<file path="config.mk">
export PLATFORM = sky130hd
export DESIGN_NAME = spi_master_write
export DESIGN_NICKNAME = d
export VERILOG_FILES = /design/src/rtl/spi_master_write.sv
export SDC_FILE = /design/constraint.sdc
export NUM_CORES = 1
export LEC_CHECK = 0
export CORE_UTILIZATION = 40
export DETAILED_ROUTE_END_ITERATION = 12
export PLACE_DENSITY = 0.66
export SLEW_MARGIN = 40
export SYNTH_ARGS = -nofsm -noshare
export SYNTH_HDL_FRONTEND = slang
export SYNTH_SLANG_ARGS = --single-unit
</file>
<file path="constraint.sdc">
create_clock -name clk -period 2 [get_ports clk]
set_clock_uncertainty 0.05 [all_clocks]
set_input_delay 0.6 -clock clk [delete_from_list [all_inputs] [get_ports clk]]
set_output_delay 0.6 -clock clk [all_outputs]
set_load 0.02 [all_outputs]
</file>
<file path="src/rtl/spi_master_write.sv">
// rtl/spi_master_write.sv - SPI initiator for {R/W, adr[6:0]} + Nbit data write frames
// Optional read capture on miso is built only when SPI_MST_READ_EN is defined.
module spi_master_write #(
  parameter int Nbit  = 32,
  parameter int Dlitl = 5,
  parameter int Tcs   = 10
) (
  input  logic            clk,
  input  logic            rst,
  input  logic            req_valid,
  output logic            req_ready,
  input  logic [6:0]      req_adr,
  input  logic [Nbit-1:0] req_data,
  input  logic            req_rd,
  output logic            sclk,
  output logic            mosi,
  output logic            cs,
  input  logic            miso,
  output logic            busy,
  output logic            done,
  output logic [Nbit-1:0] rd_data,
  output logic            rd_valid
);
  localparam int SW   = Nbit + 8;
  localparam int HW   = (Dlitl > 1) ? $clog2(Dlitl) : 1;
  localparam int PMAX = (Tcs > Dlitl) ? Tcs : Dlitl;
  localparam int PW   = (PMAX > 1) ? $clog2(PMAX) : 1;
  localparam logic [HW-1:0] H_LAST = HW'(Dlitl - 1);
  localparam logic [PW-1:0] P_LAST = PW'(Tcs - 1);

  typedef enum logic [2:0] {IDLE, CS_SETUP, ADR, GAP, DAT, CS_HOLD, RECOVER} state_t;

  state_t        state;
  logic [SW-1:0] sh;
  logic [HW-1:0] hcnt;
  logic [PW-1:0] pcnt;
  logic [5:0]    bcnt;
  logic          ph;
  logic          rd_q;
  logic          rd_sel;
  logic [5:0]    field_bits;
  logic          accept;
  logic          half_end;
  logic          bit_rise;
  logic          field_end;

  assign accept     = req_valid && req_ready;
  assign field_bits = (state == ADR) ? 6'd8 : 6'(Nbit);
  assign half_end   = (hcnt == H_LAST);
  // A field is 2*bits+1 half periods: low/high per bit, then one trailing low half.
  assign bit_rise   = half_end && !ph && (bcnt != field_bits);
  assign field_end  = half_end && !ph && (bcnt == field_bits);

  always_ff @(posedge clk or negedge rst) begin
    if (!rst) begin
      state     <= IDLE;
      sh        <= '0;
      hcnt      <= '0;
      pcnt      <= '0;
      bcnt      <= '0;
      ph        <= 1'b0;
      sclk      <= 1'b0;
      mosi      <= 1'b1;
      cs        <= 1'b1;
      req_ready <= 1'b0;
      busy      <= 1'b0;
      done      <= 1'b0;
    end else begin
      done <= 1'b0;
      case (state)
        IDLE: begin
          req_ready <= 1'b1;
          if (accept) begin
            state     <= CS_SETUP;
            req_ready <= 1'b0;
            busy      <= 1'b1;
            cs        <= 1'b0;
            pcnt      <= '0;
            sh        <= {~rd_sel, req_adr, req_data};
          end
        end
        CS_SETUP: begin
          pcnt <= pcnt + 1'b1;
          if (pcnt == P_LAST) begin
            state <= ADR;
            mosi  <= sh[SW-1];
            hcnt  <= '0;
            bcnt  <= '0;
            ph    <= 1'b0;
          end
        end
        ADR, DAT: begin
          hcnt <= half_end ? '0 : hcnt + 1'b1;
          if (field_end) begin
            state <= (state == ADR) ? GAP : CS_HOLD;
            mosi  <= 1'b1;
            pcnt  <= '0;
          end else if (bit_rise) begin
            ph   <= 1'b1;
            sclk <= 1'b1;
          end else if (half_end && ph) begin
            ph   <= 1'b0;
            sclk <= 1'b0;
            bcnt <= bcnt + 6'd1;
            // The last bit stays on mosi through the trailing half period.
            if (bcnt + 6'd1 != field_bits) begin
              sh   <= sh << 1;
              mosi <= (state == DAT && rd_q) || sh[SW-2];
            end
          end
        end
        GAP: begin
          state <= DAT;
          sh    <= sh << 1;
          mosi  <= rd_q || sh[SW-2];
          hcnt  <= '0;
          bcnt  <= '0;
          ph    <= 1'b0;
        end
        CS_HOLD: begin
          pcnt <= pcnt + 1'b1;
          if (pcnt == P_LAST) begin
            state <= RECOVER;
            cs    <= 1'b1;
            done  <= 1'b1;
            pcnt  <= '0;
          end
        end
        RECOVER: begin
          pcnt <= pcnt + 1'b1;
          if (pcnt == P_LAST) begin
            state     <= IDLE;
            busy      <= 1'b0;
            req_ready <= 1'b1;
          end
        end
        default: state <= IDLE;
      endcase
    end
  end

`ifdef SPI_MST_READ_EN
  logic [Nbit-1:0] rd_shift;

  assign rd_sel = req_rd;

  // miso is taken on the clk edge that raises sclk, when the slave's bit is settled.
  always_ff @(posedge clk or negedge rst) begin
    if (!rst) begin
      rd_q     <= 1'b0;
      rd_shift <= '0;
      rd_data  <= '0;
      rd_valid <= 1'b0;
    end else begin
      rd_valid <= 1'b0;
      if (accept) rd_q <= req_rd;
      if (state == DAT && bit_rise) rd_shift <= (rd_shift << 1) | Nbit'(miso);
      if (state == CS_HOLD && pcnt == P_LAST && rd_q) begin
        rd_data  <= rd_shift;
        rd_valid <= 1'b1;
      end
    end
  end
`else
  logic unused_in;

  assign rd_sel    = 1'b0;
  assign rd_q      = 1'b0;
  assign rd_data   = '0;
  assign rd_valid  = 1'b0;
  assign unused_in = req_rd ^ miso;
`endif

endmodule

</file>
==> reports/results.txt, run 1 <==
outcome: finished with violations
failing checks: negative setup slack
Routed met3 length: 337 um
fill cell count: 774
Startpoint Class: register
endpoint type of the worst setup path: register
LEAKAGE: 2.11 nW
Placer Congestion: 0.798
routed wl met2: 3.93 mm
Finish-stage setup viols: 41
CP Max Fanout: 5
max_cap viols: 0
total wire length: 7.90 mm
Max-Slew Margin vs Limit: 0.622
pre-CTS setup slack: -0.420 ns
CTS root buf: clkbuf_8
FP Rows: 34
Reg clk slew, reported paths: 0.07 ns
post-layout min period: 2.09 ns
worst setup margin: -0.0941 ns
Num CTS Buffers: 9
power density over the cells: 540 nW/um^2
grt ovf: 0
vias in the first global route: 2789
Post-Syn Area per Cell: 9.59 um^2
CTS Buffer Depth: 2
VDD IR-drop max: 0.297 mV
largest net degree at the start of global routing: 41
Vias: 2825
TritonRoute pass-1 iters: 4
CTS tree: built
Vias/cell: 5.06
Final Instance Area: 4930 um^2
Finished Layout Cells: 558
yosys warns: 0
critical path required time: 2.22 ns
n_diodes: 0
Hold Fails Final Rpt: 0
Die Span X: 96.4 um
Post-synth top cells: dfrtp_1 (61), nor2_1 (48), mux2i_1 (40)
Final #Nets: 497
WHS: 0.0914 ns
DIE AREA: 9300 um^2
Crit path arrival time: 2.31 ns
Async S/R FF share, synth: 1.00
Most used DFF post-synth: dfrtp_1
Synth Instances: 372
Max Freq: 0.478 GHz
Worst-Margin Slew: 0.553 ns
M1 WL: 3.53 mm
clk_lat worst skew: 0.34 ns
leading area contributor after synthesis: dfrtp_1
Ports: 83
first-pass GRT wire length: 12.5 mm
Post-synth EDFFs: 0
Power Total: 2.66 mW
count of cell types in the netlist: 49
RSZ-0062 raised after global routing: true
1st-iter DRT viols: 81
post-synth top area share: 0.428
flops & latches, synth: 63
H-tree levels: 3
Slew Limit Fails: 0
Die Height: 96.4 um
Avg WL per Cell: 14.2 um
sequential share of the synthesized area: 0.443
HP Class: input port to asynchronous set/reset pin
post-DP HPWL: 5.13 mm
most common cell in the netlist: dfrtp_1
Top Layer Used: met4
Area contributors post-synth: dfrtp_1 (43%), mux2i_1 (11%), buf_4 (6.9%)
number of port buffers: 47
Post-DP Area: 4260 um^2
initial antenna violation count: 0
period utilization: 1.05
Setup Crit Path Kind: register to register
FF-to-FF path depth: 6
area growth from synthesis to layout: 38.3%
Starting Density: 0.411
placed instance count: 537
Routed Antenna Nets: 0
Setup TNS Final: -1.84 ns
Clock Sink Count: 63
layout cells sized above 1: 0.298
GRT Util Overall: 0.176
Post-route DRC: 0
Post-Route Utilization: 0.568
Synth Cell Area: 3570 um^2
core outline area: 8680 um^2
-- placed cells by master, fill, tap and decap left out, types with 2 or more instances in the layout --
cell type	Yosys	layout
and3_4	0	2
buf_4	33	22
and3_1	5	3
dfrtp_1	61	59
buf_12	0	5
nor2_2	0	14
o21a_1	3	2
and2_1	2	2
a31oi_1	5	5
nand2b_1	5	4
inv_1	9	9
ha_1	7	5
dfrtp_2	0	2
nand3_1	4	4
nor2_1	48	12
a21oi_1	36	28
mux2i_1	40	39
clkbuf_16	0	5
dlygate4sd2_1	0	4
o21ai_0	22	20
o21ai_1	0	2
nor3_1	6	6
nand2_1	19	19
nor2_4	0	22
a31o_2	2	2
ha_2	0	2
dfstp_2	2	2
xor2_1	2	2
clkbuf_8	0	9
clkdlybuf4s50_1	0	41
buf_8	0	4
buf_6	3	4
conb_1	1	33
clkinv_2	0	2
bufinv_16	0	2
a21oi_2	11	19
-- final timing paths --
kind / startpoint / end / slack [ns]
max in group asynchronous: rst / cs / 1.25
min in group clk: cs / cs / 0.44
setup / recovery: state[2] / mosi / -0.09
setup reg to reg: state[2] / mosi / -0.09
hold / removal: rst / bcnt[3] / 0.09
hold reg to reg: cs / cs / 0.44
-- where the power goes --
| part | total, mW | internal [mW] | switching, mW |
|---|---|---|---|
| sequential | 1.27 | 1.27 | 0 |
| clock | 1.22 | 0.692 | 0.525 |
| combinational | 0.174 | 0.0787 | 0.0950 |
| total | 2.66 | 2.04 | 0.620 |
-- area by class of cell --
cell class                      instances  area [um^2]  area share
Tap cell                              108          135      0.0274
Clock buffer                            9          124      0.0251
Sequential cell                        63         1580       0.321
Clock inverter                          6         86.3      0.0175
Inverter                                9         33.8     0.00685
Timing Repair Buffer                   87          958       0.194
Multi-Input combinational cell        276         2010       0.408
-- logic make-up after synthesis --
group	after synthesis	synth area share
flip-flops	63	0.443
AO/OA/AOI/OAI	95	0.169
other	1	0.00105
XOR/XNOR	3	0.00737
buffers and inverters	65	0.114
adder cells (fa/ha/maj)	7	0.0246
multiplexers	42	0.119
AND/OR/NAND/NOR	96	0.122
-- worst max-delay path, stage by stage (launching register included) --
cell and delay, ns:
dfrtp_1 0.39, or3b_4 0.46, and3_4 0.19, o2111ai_2 0.22
nor2_1 0.09, a221oi_2 0.28, mux2_1 0.35
-- layer usage --
metal | global-route usage | up-vias
met1 | 0.218 | 1376
li1 | - | 1374
met2 | 0.298 | 66
met3 | 0.0399 | 9
met4 | 0.0686 | 0
met5 | 0 | -
-- what timing repair did --
action / in CTS / in global routing
pin swaps: 7 / 2
buffers inserted: 0 / 1
hold buffers: 0 / 0
cloned: 0 / 5
setup endpoints to repair: 46 / 44
resized for setup: 38 / 62
-- registers in the layout, indices dropped and copies added (netlist names) --
signal	count
mosi	1
ph	1
req_ready	1
done	1
bcnt	6
sh	40
sclk	1
pcnt	4
busy	1
state	3
cs	1
hcnt	3
Power figures use the tool's default switching activity.
==> inputs of run 2 (changes only) <==
--- a/config.mk
+++ b/config.mk
@@ -5,8 +5,10 @@
 export SDC_FILE = /design/constraint.sdc
 export NUM_CORES = 1
 export LEC_CHECK = 0
+export CAP_MARGIN = 30
 export CORE_UTILIZATION = 40
 export DETAILED_ROUTE_END_ITERATION = 12
+export GPL_TIMING_DRIVEN = 0
 export PLACE_DENSITY = 0.66
 export SLEW_MARGIN = 40
 export SYNTH_ARGS = -nofsm -noshare
==> reports/results.txt, run 2 (synthesis gave the netlist of run 1 again) <==
Die Span X: 96.4 um (unchanged)
power density over the cells: 520 nW/um^2 (-3.7%)
Starting Density: 0.411 (unchanged)
layout cells sized above 1: 0.318 (+0.0202)
sequential share of power: 0.487 (+0.009)
outcome: finished with violations
Finish-stage setup viols: 42 (+2.4%)
DIE AREA: 9300 um^2 (unchanged)
area growth from synthesis to layout: 40.8%
grt peak-use layer: met2
Reg clk slew, reported paths: 0.07 ns (about the same)
Hold Fails Final Rpt: 0 (unchanged)
Internal: 1.97 mW (-3.4%)
Largest regs: sh: 40 flops, bcnt: 6 flops, pcnt: 4 flops
routing usage on met3: 0.0407 (+0.000782)
Clock Sink Count: 63 (unchanged)
fill cell count: 796 (+2.8%)
FP Rows: 34 (unchanged)
post-DP HPWL: 5.10 mm (-0.65%)
Slew Limit Fails: 0 (unchanged)
Num CTS Buffers: 9 (unchanged)
Post-DP Area: 4330 um^2 (+1.7%)
M2 GR Usage: 0.281 (-0.0171)
Logic pwr share: 0.085 (+0.020)
switch share: 0.244 (+0.0114)
slowest stage cell, crit path: or3b_4
register with the most flip-flops: sh
clock share of power: 0.428 (-0.029)
Placer Congestion: 0.817 (+2.4%)
vias in the first global route: 2745 (-1.6%)
Avg WL per Cell: 13.2 um (-7.1%)
grt ovf: 0 (unchanged)
post-layout min period: 2.19 ns (+0.0940 ns)
Critical Path, Cell by Cell: or3b_4 > o31ai_4 > o2111ai_2 > o21a_2 > buf_8 > buf_8 > clkbuf_16 > a21oi_2
Ports: 83 (unchanged)
endpoint type of the worst setup path: register
VDD IR-drop max: 0.397 mV (+34%)
worst setup margin: -0.188 ns (-0.0940 ns)
Vias: 2878 (+1.9%)
sw power: 637 uW (+2.8%)
number of port buffers: 47 (unchanged)
1st-iter DRT viols: 112 (+38%)
failing checks: negative setup slack
GRT Util Overall: 0.173 (-0.00319)
largest net degree at the start of global routing: 40 (-2.4%)
first-pass GRT wire length: 12.3 mm (-1.7%)
Final #Nets: 524 (+5.4%)
Routed Antenna Nets: 0 (unchanged)
Setup Crit Path Kind: register to register
CTS root buf: clkbuf_8
Post-route DRC: 0 (unchanged)
LEAKAGE: 2.19 nW (+3.9%)
Max Freq: 0.457 GHz (-4.3%)
initial antenna violation count: 0 (unchanged)
clk_lat worst skew: 0.34 ns (about the same)
RSZ-0062 raised after global routing: true
critical path required time: 2.22 ns (about the same)
placed instance count: 560 (+4.3%)
Crit path arrival time: 2.41 ns (+0.10 ns)
CTS Buffer Depth: 2 (unchanged)
most frequent cells in the layout: dfrtp_1 (60), buf_4 (45), clkdlybuf4s50_1 (41), mux2i_1 (38), conb_1 (33)
Final Instance Area: 5020 um^2 (+1.8%)
CP Max Fanout: 6 (+1)
total wire length: 7.71 mm (-2.4%)
Vias/cell: 4.91 (-3.0%)
met1 global-route usage: 0.222 (+0.00398)
CTS Hold Bufs: 0 (unchanged)
Power Total: 2.61 mW (-1.9%)
Die Height: 96.4 um (unchanged)
H-tree levels: 3 (unchanged)
most used cell, CP: buf_8
max FFs per register: 40 (unchanged)
period utilization: 1.09 (+0.0470)
TritonRoute pass-1 iters: 6 (+2)
HP Class: input port to asynchronous set/reset pin
n_diodes: 0 (unchanged)
Finished Layout Cells: 586 (+5.0%)
slowest stage delay, CP: 0.44 ns (-0.02 ns)
Startpoint Class: register
core outline area: 8680 um^2 (unchanged)
CTS tree: built
commonest non-fill, non-tap cell in the layout: dfrtp_1
max_cap viols: 0 (unchanged)
## run 2: cell count changes in the layout (fill, tap and decap cells not counted), moves of 3 or more
cell     change
buf_4       +23
nor2_1      +14
nor2_4       -7
nor2_2       -7
a21oi_1      -6
a21oi_2      +5
buf_12       -3
buf_6        +3
## run 2: layout make-up
class	instances	area [um^2]	area share
Clock buffer	10	128	0.0254
Inverter	9	33.8	0.00673
Sequential cell	63	1580	0.315
Clock inverter	6	70.1	0.0140
Timing Repair Buffer	61	643	0.128
Buffer	53	442	0.0880
Tap cell	108	135	0.0269
Multi-Input combinational cell	276	1990	0.396
## run 2: path summary, 6_finish.rpt
| path | startpoint | to | slack [ns] | depth (start not counted) |
|---|---|---|---|---|
| min in group clk | cs | cs | 0.44 | 1 |
| max reg2reg | state[2] | sh[16] | -0.19 | 8 |
| max in group asynchronous | rst | bcnt[0] | 1.27 | 2 |
| min reg2reg | cs | cs | 0.44 | 1 |
| min | rst | bcnt[5] | 0.10 | 1 |
| max | state[2] | sh[16] | -0.19 | 8 |
## run 2: repair_timing
item | in CTS | in global routing
setup buffers | 3 | 6
endpoints found under the setup margin | 54 | 48
cloned | 0 | 4
pin swaps | 4 | 12
endpoints found under the hold margin | 0 | 0
gates resized for setup | 23 | 100
## run 2: through the flow
| step | setup slack, ns | TNS [ns] | hold slack (ns) | util |
|---|---|---|---|---|
| floorplan | -0.0563 | -0.195 | 0.254 | - |
| finish | -0.188 | -4.99 | 0.102 | 0.579 |
| detailed placement | -0.573 | -22.35 | 0.439 | 0.499 |
| global placement | -1.87 | -137.47 | 0.429 | 0.497 |
| global route | -0.247 | -8.09 | 0.122 | 0.579 |
| CTS | -0.178 | -6.51 | 0.106 | 0.531 |
## run 2: power groups by stage
stage / Sequential [mW] / Combinational [mW] / Clock [mW]
after global routing: 1.27 / 0.246 / 1.19
after global placement: 1.30 / 0.216 / 0
after CTS: 1.27 / 0.221 / 1.15
after detailed placement: 1.30 / 0.221 / 0
final: 1.27 / 0.222 / 1.12
after floorplan: 1.30 / 0.107 / 0
## run 2: worst max-delay path, delay by kind of cell, from the launching register on
family                 cells  cell delay (ns)
flip-flops                 1             0.41
buffers and inverters      3             0.44
AO/OA/AOI/OAI              4             0.77
AND/OR/NAND/NOR            1             0.44
## run 2: per-layer routing
metal	up-vias	wire (um)
met4	0	99
met3	7	455
met5	-	0
met1	1360	3420
li1	1425	-
met2	86	3740
